## config.mk

```make
export PLATFORM = sky130hd
export DESIGN_NAME = if_fetch
export DESIGN_NICKNAME = d
export VERILOG_FILES = /design/src/rtl/cpu_defs.sv /design/src/rtl/if_fetch.sv
export SDC_FILE = /design/constraint.sdc
export NUM_CORES = 1
export LEC_CHECK = 0
export ABC_AREA = 0
export BUFFER_PORTS_ARGS = -buffer_cell sky130_fd_sc_hd__buf_4
export CAP_MARGIN = 40
export CORE_MARGIN = 5
export CORE_UTILIZATION = 49
export CTS_CLUSTER_DIAMETER = 200
export CTS_CLUSTER_SIZE = 25
export DETAILED_ROUTE_END_ITERATION = 7
export PLACE_DENSITY = 0.8
export SLEW_MARGIN = 30
export SYNTH_ARGS = -nofsm -noshare
export SYNTH_HDL_FRONTEND = slang
export SYNTH_SLANG_ARGS = --single-unit
```

## constraint.sdc

```tcl
create_clock -name clk -period 2.3 [get_ports clk]
set_input_delay 0.23 -clock clk [delete_from_list [all_inputs] [get_ports clk]]
set_output_delay 0.23 -clock clk [all_outputs]
set_load 0.02 [all_outputs]
```

## src/rtl/cpu_defs.sv

```systemverilog
// cpu_defs: shared fetch-stage state encoding, error codes and constant words
package cpu_defs;
  typedef enum logic [2:0] {S_IDLE, S_REQ, S_WAIT, S_HOLD, S_DRAIN, S_ERR} state_t;
  localparam logic [1:0]  ERR_NONE     = 2'b00;
  localparam logic [1:0]  ERR_MISALIGN = 2'b01;
  localparam logic [1:0]  ERR_TIMEOUT  = 2'b10;
  localparam logic [31:0] NOP_WORD     = 32'h0000_0000;
  localparam logic [31:0] BASE_ADDR    = 32'h0000_3000;
endpackage

```

## src/rtl/if_fetch.sv

```systemverilog
// if_fetch: instruction fetch stage with imem handshake, IR hand-off, redirect and error handling
module if_fetch
  import cpu_defs::*;
#(
  parameter int unsigned TIMEOUT  = 16,
  parameter logic [31:0] NOP_WORD = cpu_defs::NOP_WORD
) (
  input  logic        clk,
  input  logic        rst,
  input  logic [31:0] pc,
  output logic        pcwr,
  input  logic        redirect,
  output logic        imem_req,
  output logic [31:0] imem_addr,
  input  logic        imem_gnt,
  input  logic        imem_rvalid,
  input  logic [31:0] imem_rdata,
  output logic [31:0] ir,
  output logic [31:0] ir_pc,
  output logic        ir_valid,
  input  logic        id_ready,
  output logic        fetch_err,
  output logic [1:0]  err_code
);
  localparam int CW = $clog2(TIMEOUT + 1);
  localparam logic [CW-1:0] CMAX = CW'(TIMEOUT);
  state_t state_q, state_d;
  logic [CW-1:0] cnt_q, cnt_d, cnt_inc;
  logic [31:0] pend_q, pend_d, ir_q, ir_d, ir_pc_q, ir_pc_d;
  logic ir_valid_q, ir_valid_d, first_q, first_d, aligned, flush, timed_out;
  logic [1:0] err_q, err_d;
  assign aligned   = pc[1:0] == 2'b00;
  assign flush     = redirect && state_q inside {S_REQ, S_WAIT, S_HOLD, S_DRAIN};
  assign cnt_inc   = (cnt_q == CMAX) ? cnt_q : cnt_q + 1'b1;
  assign timed_out = cnt_inc == CMAX;
  always_comb begin
    state_d    = state_q;
    cnt_d      = cnt_q;
    pend_d     = pend_q;
    ir_d       = ir_q;
    ir_pc_d    = ir_pc_q;
    ir_valid_d = ir_valid_q;
    err_d      = err_q;
    first_d    = 1'b0;
    imem_req   = 1'b0;
    pcwr       = 1'b0;
    case (state_q)
      S_IDLE: state_d = S_REQ;
      S_REQ: begin
        // a redirect withdraws the request unless it is being granted this very cycle
        imem_req = aligned && (imem_gnt || !redirect);
        if (imem_req && imem_gnt) begin
          pend_d  = pc;
          cnt_d   = '0;
          state_d = redirect ? S_DRAIN : S_WAIT;
        end else if (!aligned && !redirect) begin
          state_d = S_ERR;
          err_d   = ERR_MISALIGN;
        end
      end
      S_WAIT: begin
        cnt_d = cnt_inc;
        if (imem_rvalid && !redirect) begin
          ir_d       = imem_rdata;
          ir_pc_d    = pend_q;
          ir_valid_d = 1'b1;
          first_d    = 1'b1;
          state_d    = S_HOLD;
        end else if (imem_rvalid) begin
          state_d = S_REQ;
        end else if (redirect) begin
          state_d = S_DRAIN;
        end else if (timed_out) begin
          state_d = S_ERR;
          err_d   = ERR_TIMEOUT;
        end
      end
      S_HOLD: begin
        pcwr = first_q;
        if (ir_valid_q && id_ready) begin
          ir_valid_d = 1'b0;
          state_d    = S_REQ;
        end
      end
      S_DRAIN: begin
        cnt_d = cnt_inc;
        if (imem_rvalid) begin
          state_d = S_REQ;
        end else if (timed_out) begin
          state_d = S_ERR;
          err_d   = ERR_TIMEOUT;
        end
      end
      default: ;
    endcase
    if (flush) begin
      pcwr       = 1'b1;
      ir_valid_d = 1'b0;
      ir_d       = NOP_WORD;
      if (state_q == S_HOLD) state_d = S_REQ;
    end
  end
  always_ff @(posedge clk) begin
    if (!rst) begin
      state_q    <= S_IDLE;
      cnt_q      <= '0;
      pend_q     <= '0;
      ir_q       <= NOP_WORD;
      ir_pc_q    <= '0;
      ir_valid_q <= 1'b0;
      first_q    <= 1'b0;
      err_q      <= ERR_NONE;
    end else begin
      state_q    <= state_d;
      cnt_q      <= cnt_d;
      pend_q     <= pend_d;
      ir_q       <= ir_d;
      ir_pc_q    <= ir_pc_d;
      ir_valid_q <= ir_valid_d;
      first_q    <= first_d;
      err_q      <= err_d;
    end
  end
  assign imem_addr = imem_req ? pc : '0;
  assign ir        = ir_q;
  assign ir_pc     = ir_pc_q;
  assign ir_valid  = ir_valid_q;
  assign fetch_err = state_q == S_ERR;
  assign err_code  = err_q;
endmodule
```

# Yosys cells after proc, flatten, opt, wreduce, memory -nomap -nowiden
# Cells that the tools add are included.
[classes] bitwise=1 addsub=1 n_mux=31 n_reduce_logical=23 n_eq_ne=16
[ops] operator="2-to-1 mux 3 bit" count=11
[ops] operator="2-to-1 mux 32 bit" count=1
[ops] operator="case mux 3 bit (5 select lines)" count=1
[ops] operator="2-to-1 mux 2 bit" count=7
[ops] operator="equality test 5 bit (second input constant)" count=2
[ops] operator="2-to-1 mux 5 bit" count=2
[ops] operator="!= test 2 bit (second input constant)" count=5
[ops] operator="case mux 5 bit (2 select lines)" count=1
[ops] operator="!= test 2 x 1 -> 1 bit (second input constant)" count=4
[ops] operator="AND reduction 2 bit" count=4
[ops] operator="AND reduction 7 bit" count=1
[ops] operator="equality test 3 x 2 -> 1 bit (second input constant)" count=2
[ops] operator="equality test 3 bit (second input constant)" count=2
[ops] operator="logical AND 1 bit" count=6
[ops] operator="2-to-1 mux 1 bit" count=6
[ops] operator="case mux 2 bit (3 select lines)" count=1
[ops] operator="adder 5 x 1 -> 5 bit (second input constant)" count=1
[ops] operator="nonzero test 2 bit" count=2
[ops] operator="nonzero test 4 bit" count=1
[ops] operator="OR reduction 2 bit" count=2
[ops] operator="equality test 3 x 1 -> 1 bit (second input constant)" count=1
[ops] operator="zero test 3 bit" count=1
[ops] operator="AND reduction 3 bit" count=1
[ops] operator="nonzero test 3 bit" count=1
[ops] operator="5 further kinds" count=6
[word_totals] word_cells=80 register_bits=108 out_inout_bits=102 input_bits=70

# Logic depth before layout (Yosys ltp)
# Gate-level depths: netlist of the first run.
[depth] ltp_word=10 mapped_depth=7 depth_no_buf=7

# Least setup slack after synthesis of the first run
# No wires, ideal clock.
[synth_path] path_type="register -> output" from="register state_q[1]" to="output imem_addr[22]" n_path_buf=2 setup_slack_ns=0.454 stages_incl_launch_ff=6 t_arrival_ns=1.616 t_required_ns=2.070 path_cell_list="dfxtp_1 buf_6 or3b_4 nor2_1 clkbuf_1 and2_1"
[synth_between] elab_chain_len=3
[synth_lines] item="start, declared" line_no="if_fetch.sv:27" rtl="state_t state_q, state_d;"
[synth_lines] item="start signal, assigned" line_no="if_fetch.sv:114" rtl="state_q <= state_d;"
[synth_lines] item="equality test 3 x 1 -> 1 bit" line_no="if_fetch.sv:47" rtl="case (state_q)"
[synth_lines] item="2-to-1 mux 1 bit" line_no="if_fetch.sv:47"
[synth_lines] item="via imem_req" line_no="if_fetch.sv:13" rtl="output logic imem_req,"
[synth_lines] item="2-to-1 mux 32 bit" line_no="if_fetch.sv:124" rtl="assign imem_addr = imem_req ? pc : '0;"
[synth_lines] item="end, declared" line_no="if_fetch.sv:14" rtl="output logic [31:0] imem_addr,"
# The timed path passes the listed nets, and every way through them passes these cells.

# Final worst setup path of the first run
[layout_path] from="register state_q[2]" to="output imem_addr[28]"
[layout_between] elab_chain_len=3
[layout_lines] item="equality test 3 x 1 -> 1 bit" line_no="if_fetch.sv:47"
[layout_lines] item="2-to-1 mux 1 bit" line_no="if_fetch.sv:47"
[layout_lines] item="2-to-1 mux 32 bit" line_no="if_fetch.sv:124"
# No other way between the ends.

==> results of run 1 <==
[cell families (layout without fill, tap and decap cells)]
family,count (synthesis),in the layout
buf+inv,49,204
xor+xnor,1,1
other cells,1,2
simple gates,273,273
fa+ha+maj,2,2
compound gates,136,136
flops,108,108
[worst max-delay path, cell delays in order, from the launching register on]
cell and delay, ns:
dfxtp_2 0.40, or3b_4 0.45, nor2_2 0.18, buf_6 0.20, and2_1 0.17, buf_4 0.14
[per-stage QoR]
step,util [%],hold WS [ns],power (W),area (µm²)
2_1_floorplan,-,0.365,0.00211,4520
3_5_place_dp,64.3,0.446,0.00229,5860
6_report,66.4,0.112,0.00333,6050
4_1_cts,66.3,0.0941,0.00336,6040
3_3_place_gp,64.3,0.441,0.00228,5860
5_1_grt,66.4,0.0990,0.00347,6050
[area by class of cell]
class	instances	share of cell area [%]
Sequential cell	108	35.8
Multi-Input combinational cell	414	35.7
Timing Repair Buffer	182	22.9
Tap cell	111	2.30
Clock buffer	10	2.11
Clock inverter	6	0.931
Inverter	6	0.372
[registers in the layout, summed over array words and instances (netlist names)]
register  cells
err_code      2
ir           32
first_q       1
state_q       3
cnt_q         5
ir_pc        32
pend_q       32
ir_valid      1
[power breakdown]
group | switching (W) | internal, W
registers | 0.0000141 | 0.00189
clock network | 0.000669 | 0.000419
logic | 0.000176 | 0.000167
[synth_stat cells, types with 4 or more instances]
library cell / count / area share [%]
a31oi_1: 6 / 0.83
nor2_1: 12 / 1.0
o21ai_0: 11 / 1.2
clkbuf_1: 18 / 1.5
and2_1: 31 / 4.3
and3_1: 5 / 0.69
a21oi_1: 45 / 5.0
a21boi_0: 52 / 8.6
buf_2: 17 / 1.9
nand3_1: 4 / 0.44
nand2_1: 196 / 16
nand2b_1: 7 / 0.97
inv_1: 6 / 0.50
dfxtp_1: 108 / 48
buf_1: 5 / 0.42
a21boi_1: 7 / 1.2
[layout by cell type, fill, tap and decap left out, types with 2 or more instances in the layout]
cell / count
nand2_1: 196
buf_4: 180
dfxtp_1: 107
a21boi_0: 52
a21oi_1: 45
and2_1: 31
o21ai_0: 11
nor2_1: 10
clkbuf_8: 9
nand2b_1: 7
a21boi_1: 7
inv_1: 6
a31oi_1: 6
and3_1: 4
inv_6: 4
nor2b_1: 3
nand3_1: 3
o21a_1: 3
nor3_1: 3
nor2_2: 2
or3_1: 2
o211ai_1: 2
nand3b_1: 2
o221a_2: 2
ha_1: 2
conb_1: 2
[final timing paths]
kind | start | end | slack [ns] | depth (start not counted)
worst max-delay path | state_q[2] | imem_addr[28] | 0.17 | 5
worst max register to register | state_q[2] | pend_q[29] | 0.44 | 5
worst min-delay path | imem_rdata[24] | ir[24] | 0.11 | 3
worst min register to register | ir[20] | ir[20] | 0.46 | 2
[timing repair]
item                                   CTS  global route
gates resized for setup                  0             2
setup endpoints to repair                0            22
endpoints found under the hold margin    0             0
[metal layers]
| layer | wire [µm] | vias up | part of all wire (%) |
|---|---|---|---|
| met1 | 5080 | 1968 | 43 |
| met5 | 0 | - | 0 |
| met4 | 163 | 0 | 1.4 |
| met2 | 5750 | 149 | 49 |
| met3 | 842 | 15 | 7.1 |
| li1 | - | 2152 | - |
==> summary.txt, run 1 <==
GRT
  – Largest net degree at the start of global routing: 53
  – First-pass GRT wire length: 19.8 mm
  – Met1 Usage GRT: 26.4%
  – Met2 global-route usage: 37.0%
  – Busiest grt layer: met2
  – Vias in the first global route: 4,118
  – Remaining Overflow, GRT: 0
  – Met3 Resource Use GR: 3.76%
  – All-Layer GR Usage: 21.0%
  – Initial antenna violation count: 0

STA
  – Final setup fails: 0
  – Final Cycle Share: 92.4%
  – Fin worst setup slack: 0.174 ns
  – Fmax: 470 MHz
  – Slew Viols, Final: 0
  – Final setup TNS: 0 ns
  – Final Hold Fails: 0
  – Final Critical Period: 2.13 ns
  – RSZ-0062 raised after global routing: no
  – Final Skew: 0.0135 ns

Cells and area
  – Multi-input gate area: 2160 µm²
  – Register Area: 2160 µm²
  – N_diodes: 0
  – Fill cells: 763
  – # nets final: 793
  – Share of cells above drive strength 1: 28.9%
  – Area Growth Syn to Fin: 34.0%
  – Final cell count without fillers: 837

Detailed routing
  – DR vias: 4,284
  – Drt pass-1 iters: 5
  – DRC: 0
  – Vias per cell: 5.12
  – Post-route ant nets: 0
  – Routed length per instance: 14.1 µm
  – Initial DRC count: 204
  – Final Routed Wirelength: 11.8 mm

Power
  – Peak supply drop: 348 µV
  – LEAKAGE: 2.47 nW
  – Pwr/cell area: 551 nW/µm²

Synthesis
  – Synth unique cells: 44
  – Avg Inst Size Synth: 7.92 µm²
  – Dominant synthesized flop cell: dfxtp_1
  – Adder-Cell Fraction of Synth Area: 0.554%
  – Synth Area in Simple Gates: 26.6%
  – Synth warn: 0
  – #FFs+latches synth: 108
  – Mapped Area: 4510 µm²
  – Synth async-reset ratio: 0%
  – Post-synth EDFFs: 0
  – Synth Instances: 570
  – Post-synthesis compound-gate area fraction: 19.8%
  – Mux contribution to synthesized area: 0%
  – Main combinational cell family by area after synthesis: simple AND/OR/NAND/NOR gates
  – Sequential area share after synthesis: 47.9%
  – Synth Area in XOR/XNOR: 0.194%

Setup path
  – Crit path kind: reg2out
  – CP endpoint kind: output pin
  – Crit path max fanout: 23
  – WP data arrival: 1.90 ns
  – CP required: 2.07 ns
  – Critical Path Source Type: register

CTS
  – Clock transition at path regs: 0.11 ns
  – CTS tree: yes
  – TritonCTS Sinks: 108
  – Number of buffers created by CTS: 9
  – CTS Buffer Depth: 2
  – Post-CTS Hold Buffers: 0
  – Clock Latency Late Sink: 0.36 ns
  – H-Tree Depth: 3
  – Postcts setup bufs: 0
  – CTS root buf: clkbuf_8

Hold path
  – Hold Crit Class: in2reg

Die
  – Number of core rows: 35
  – I/O pin total: 172
  – DIE HEIGHT: 106 µm
  – Core area: 9110 µm²
  – Initial core utilization: 49.6%
  – Die area: 11,200 µm²
  – Die Wd: 106 µm

Place
  – Placer Congestion: 0.821
  – Post-DP HPWL: 8.72 mm
  – Port Buf Inserts: 169
  – Pre-CTS setup slack: 0.368 ns
  – Dpl cells: 821

Run status
  – Outcome: complete, no violations

Job
  – Max cap viols: 0
No activity file was read; power rests on OpenSTA's default activity.
==> run 2, diff against run 1 <==
- CORE_UTILIZATION: 49 -> 44
- PLACE_DENSITY: 0.8 -> 0.76
- clock period: 2.3 -> 1.9 ns (I/O delays scaled with it)
==> run 2 against run 1 <==
Against the previous run:
- register-to-register slack got worse by 0.32 ns
- cell area grew 4.1%
- global-route usage decreased by 1.7 points
- die area rose by 10%
- clock skew grew 0.0019 ns
- core utilization down 4.6 points
- clock-buffer cell count increased by 1
- first-iteration DRC count up 17%
- total power up 22%
- critical endpoint is now imem_addr[20]
- largest cell class is now multi-input combinational cells
==> summary.txt, run 2 (synthesis gave the netlist of run 1 again) <==
STA
  – Final Cycle Share: 99.9%
  – Slew Viols, Final: 0
  – Final Skew: 0.0153 ns
  – Final Hold Fails: 0
  – Final Critical Period: 1.90 ns
  – Fmax: 527 MHz
  – RSZ-0062 raised after global routing: yes
  – Final setup fails: 0
  – Fin worst setup slack: 0.00206 ns

Die
  – Die area: 12,400 µm²
  – Core area: 10,200 µm²
  – Die Wd: 111 µm
  – I/O pin total: 172
  – Number of core rows: 37
  – DIE HEIGHT: 111 µm
  – Initial core utilization: 44.3%

Setup path
  – R2r setup slk: 0.12 ns
  – Crit path kind: reg2out
  – Crit path max fanout: 23
  – WP data arrival: 1.71 ns
  – Crit-path cells: or3b_4 -> nor2_4 -> buf_12 -> and2_1 -> buf_6
  – Max stage delay on crit path: 0.41 ns
  – Worst R2R End: state_q[2]
  – R2R Path Start: cnt_q[0]
  – CP startpoint: state_q[1]
  – CP bufs+invs: 2
  – CP required: 1.71 ns
  – CP endpoint kind: output pin
  – Reg2reg path depth: 7
  – Kind of cell adding the most delay to the critical path: simple AND/OR/NAND/NOR gates
  – Critical Path Source Type: register
  – Slowest cell on crit path: or3b_4

Detailed routing
  – Routed length per instance: 14.3 µm
  – Routed wl met2: 6.39 mm
  – Vias per cell: 5.03
  – Uppermost layer routed: met4
  – Met3 wire length: 789 µm
  – Metal-1 WL: 5.04 mm
  – Post-route ant nets: 0
  – Final Routed Wirelength: 12.4 mm
  – DRC: 0
  – Initial DRC count: 239
  – Drt pass-1 iters: 4
  – DR vias: 4,362

Run status
  – Outcome: complete, no violations

Cells and area
  – # nets final: 798
  – Fin area: 6290 µm²
  – Share of cells above drive strength 1: 31.5%
  – Fill cells: 908
  – Area Growth Syn to Fin: 39.4%
  – Most frequent cells in the layout: nand2_1 (196), buf_4 (155), dfxtp_1 (104), a21boi_0 (52), a21oi_1 (45)
  – Final Util: 61.8%
  – Commonest non-fill, non-tap cell in the layout: nand2_1
  – N_diodes: 0
  – Final cell count without fillers: 867

Hold path
  – HP Start: imem_rdata[27]
  – Hold Crit Class: in2reg
  – Hold Path End: ir[27]
  – WHS Path Cells: 3

Power
  – Comb power frac: 11.3%
  – Internal: 0.00305 W
  – Peak supply drop: 474 µV
  – Seq pwr share: 56.5%
  – Clock group share of total power: 32.2%
  – LEAKAGE: 2.54 nW
  – Pwr/cell area: 646 nW/µm²
  – Sw Share: 25.0%
  – Sw power: 0.00102 W

CTS
  – CTS tree: yes
  – CTS root buf: clkbuf_8
  – Clock Latency Late Sink: 0.36 ns
  – Clock transition at path regs: 0.10 ns
  – TritonCTS Sinks: 108
  – CTS Buffer Depth: 2
  – Number of buffers created by CTS: 9
  – H-Tree Depth: 3

GRT
  – Initial antenna violation count: 0
  – First-pass GRT wire length: 20.1 mm
  – All-Layer GR Usage: 19.3%
  – Remaining Overflow, GRT: 0
  – Largest net degree at the start of global routing: 52
  – Vias in the first global route: 4,181

Place
  – Dpl cells: 848
  – Post-DP HPWL: 8.96 mm
  – Placed cell area: 5930 µm²
  – Port Buf Inserts: 169
  – Placer Congestion: 0.891
  – Pre-CTS setup slack: 0.0869 ns

Job
  – Max cap viols: 0
-- run 2: changes by cell type in the layout (fill, tap and decap cells not counted), moves of 2 or more --
cell	previous run	this run
and2_1	31	20
and2_4	0	11
buf_12	1	4
buf_4	180	155
buf_6	1	28
dfxtp_1	107	104
dfxtp_2	1	4
inv_6	4	2
-- run 2: worst max path at each step --
stage	cells after the start	to	slack, ns
floorplan	5	imem_addr[22]	0.09
global placement	7	state_q[2]	0.20
detailed placement	7	state_q[2]	0.09
CTS	5	imem_addr[11]	-0.001
global route	5	imem_addr[20]	-0.08
finish	5	imem_addr[20]	0.002
-- run 2: tightest hold or removal path, cell delays in order --
cell     delay, ns
buf_4         0.11
nand2_1       0.04
a21oi_1       0.05
-- run 2: final cells by class --
type                    instances  area, µm²  share of cell area, %
well taps                     136        170                   2.70
multi-input cells             414       2190                   34.8
repair buffers                187       1560                   24.8
inverters                       6       22.5                  0.358
clock buffers                  11        141                   2.25
clock inverters                 5       42.5                  0.676
flip-flops and latches        108       2170                   34.4
-- run 2: repair_timing --
item / 4_1_cts / 5_1_grt
gates cloned: 0 / 0
setup buffers: 2 / 1
endpoints found under the setup margin: 31 / 31
resized for setup: 11 / 37
pin swaps: 2 / 7
hold buffers: 0 / 0
-- run 2: routing by layer --
layer	up-vias	global-route usage [%]
met5	-	0
met2	154	34.3
li1	2171	-
met3	19	4.91
met4	0	5.11
met1	2018	23.2
-- run 2: stage by stage --
| step | total power, W | setup TNS (ns) | hold WS (ns) |
|---|---|---|---|
| 6_report | 0.00407 | 0 | 0.0725 |
| 3_3_place_gp | 0.00277 | 0 | 0.438 |
| 5_1_grt | 0.00426 | -1.34 | 0.0518 |
| 2_1_floorplan | 0.00256 | 0 | 0.325 |
| 4_1_cts | 0.00410 | -0.00135 | 0.0515 |
| 3_5_place_dp | 0.00278 | 0 | 0.445 |
-- run 2: power by group through the flow --
stage,Combinational [W],Sequential (W),Clock [W]
final,0.000459,0.00230,0.00131
after global routing,0.000496,0.00230,0.00147
after CTS,0.000440,0.00230,0.00136
after detailed placement,0.000427,0.00235,0
after global placement,0.000417,0.00235,0
after floorplan,0.000206,0.00235,0
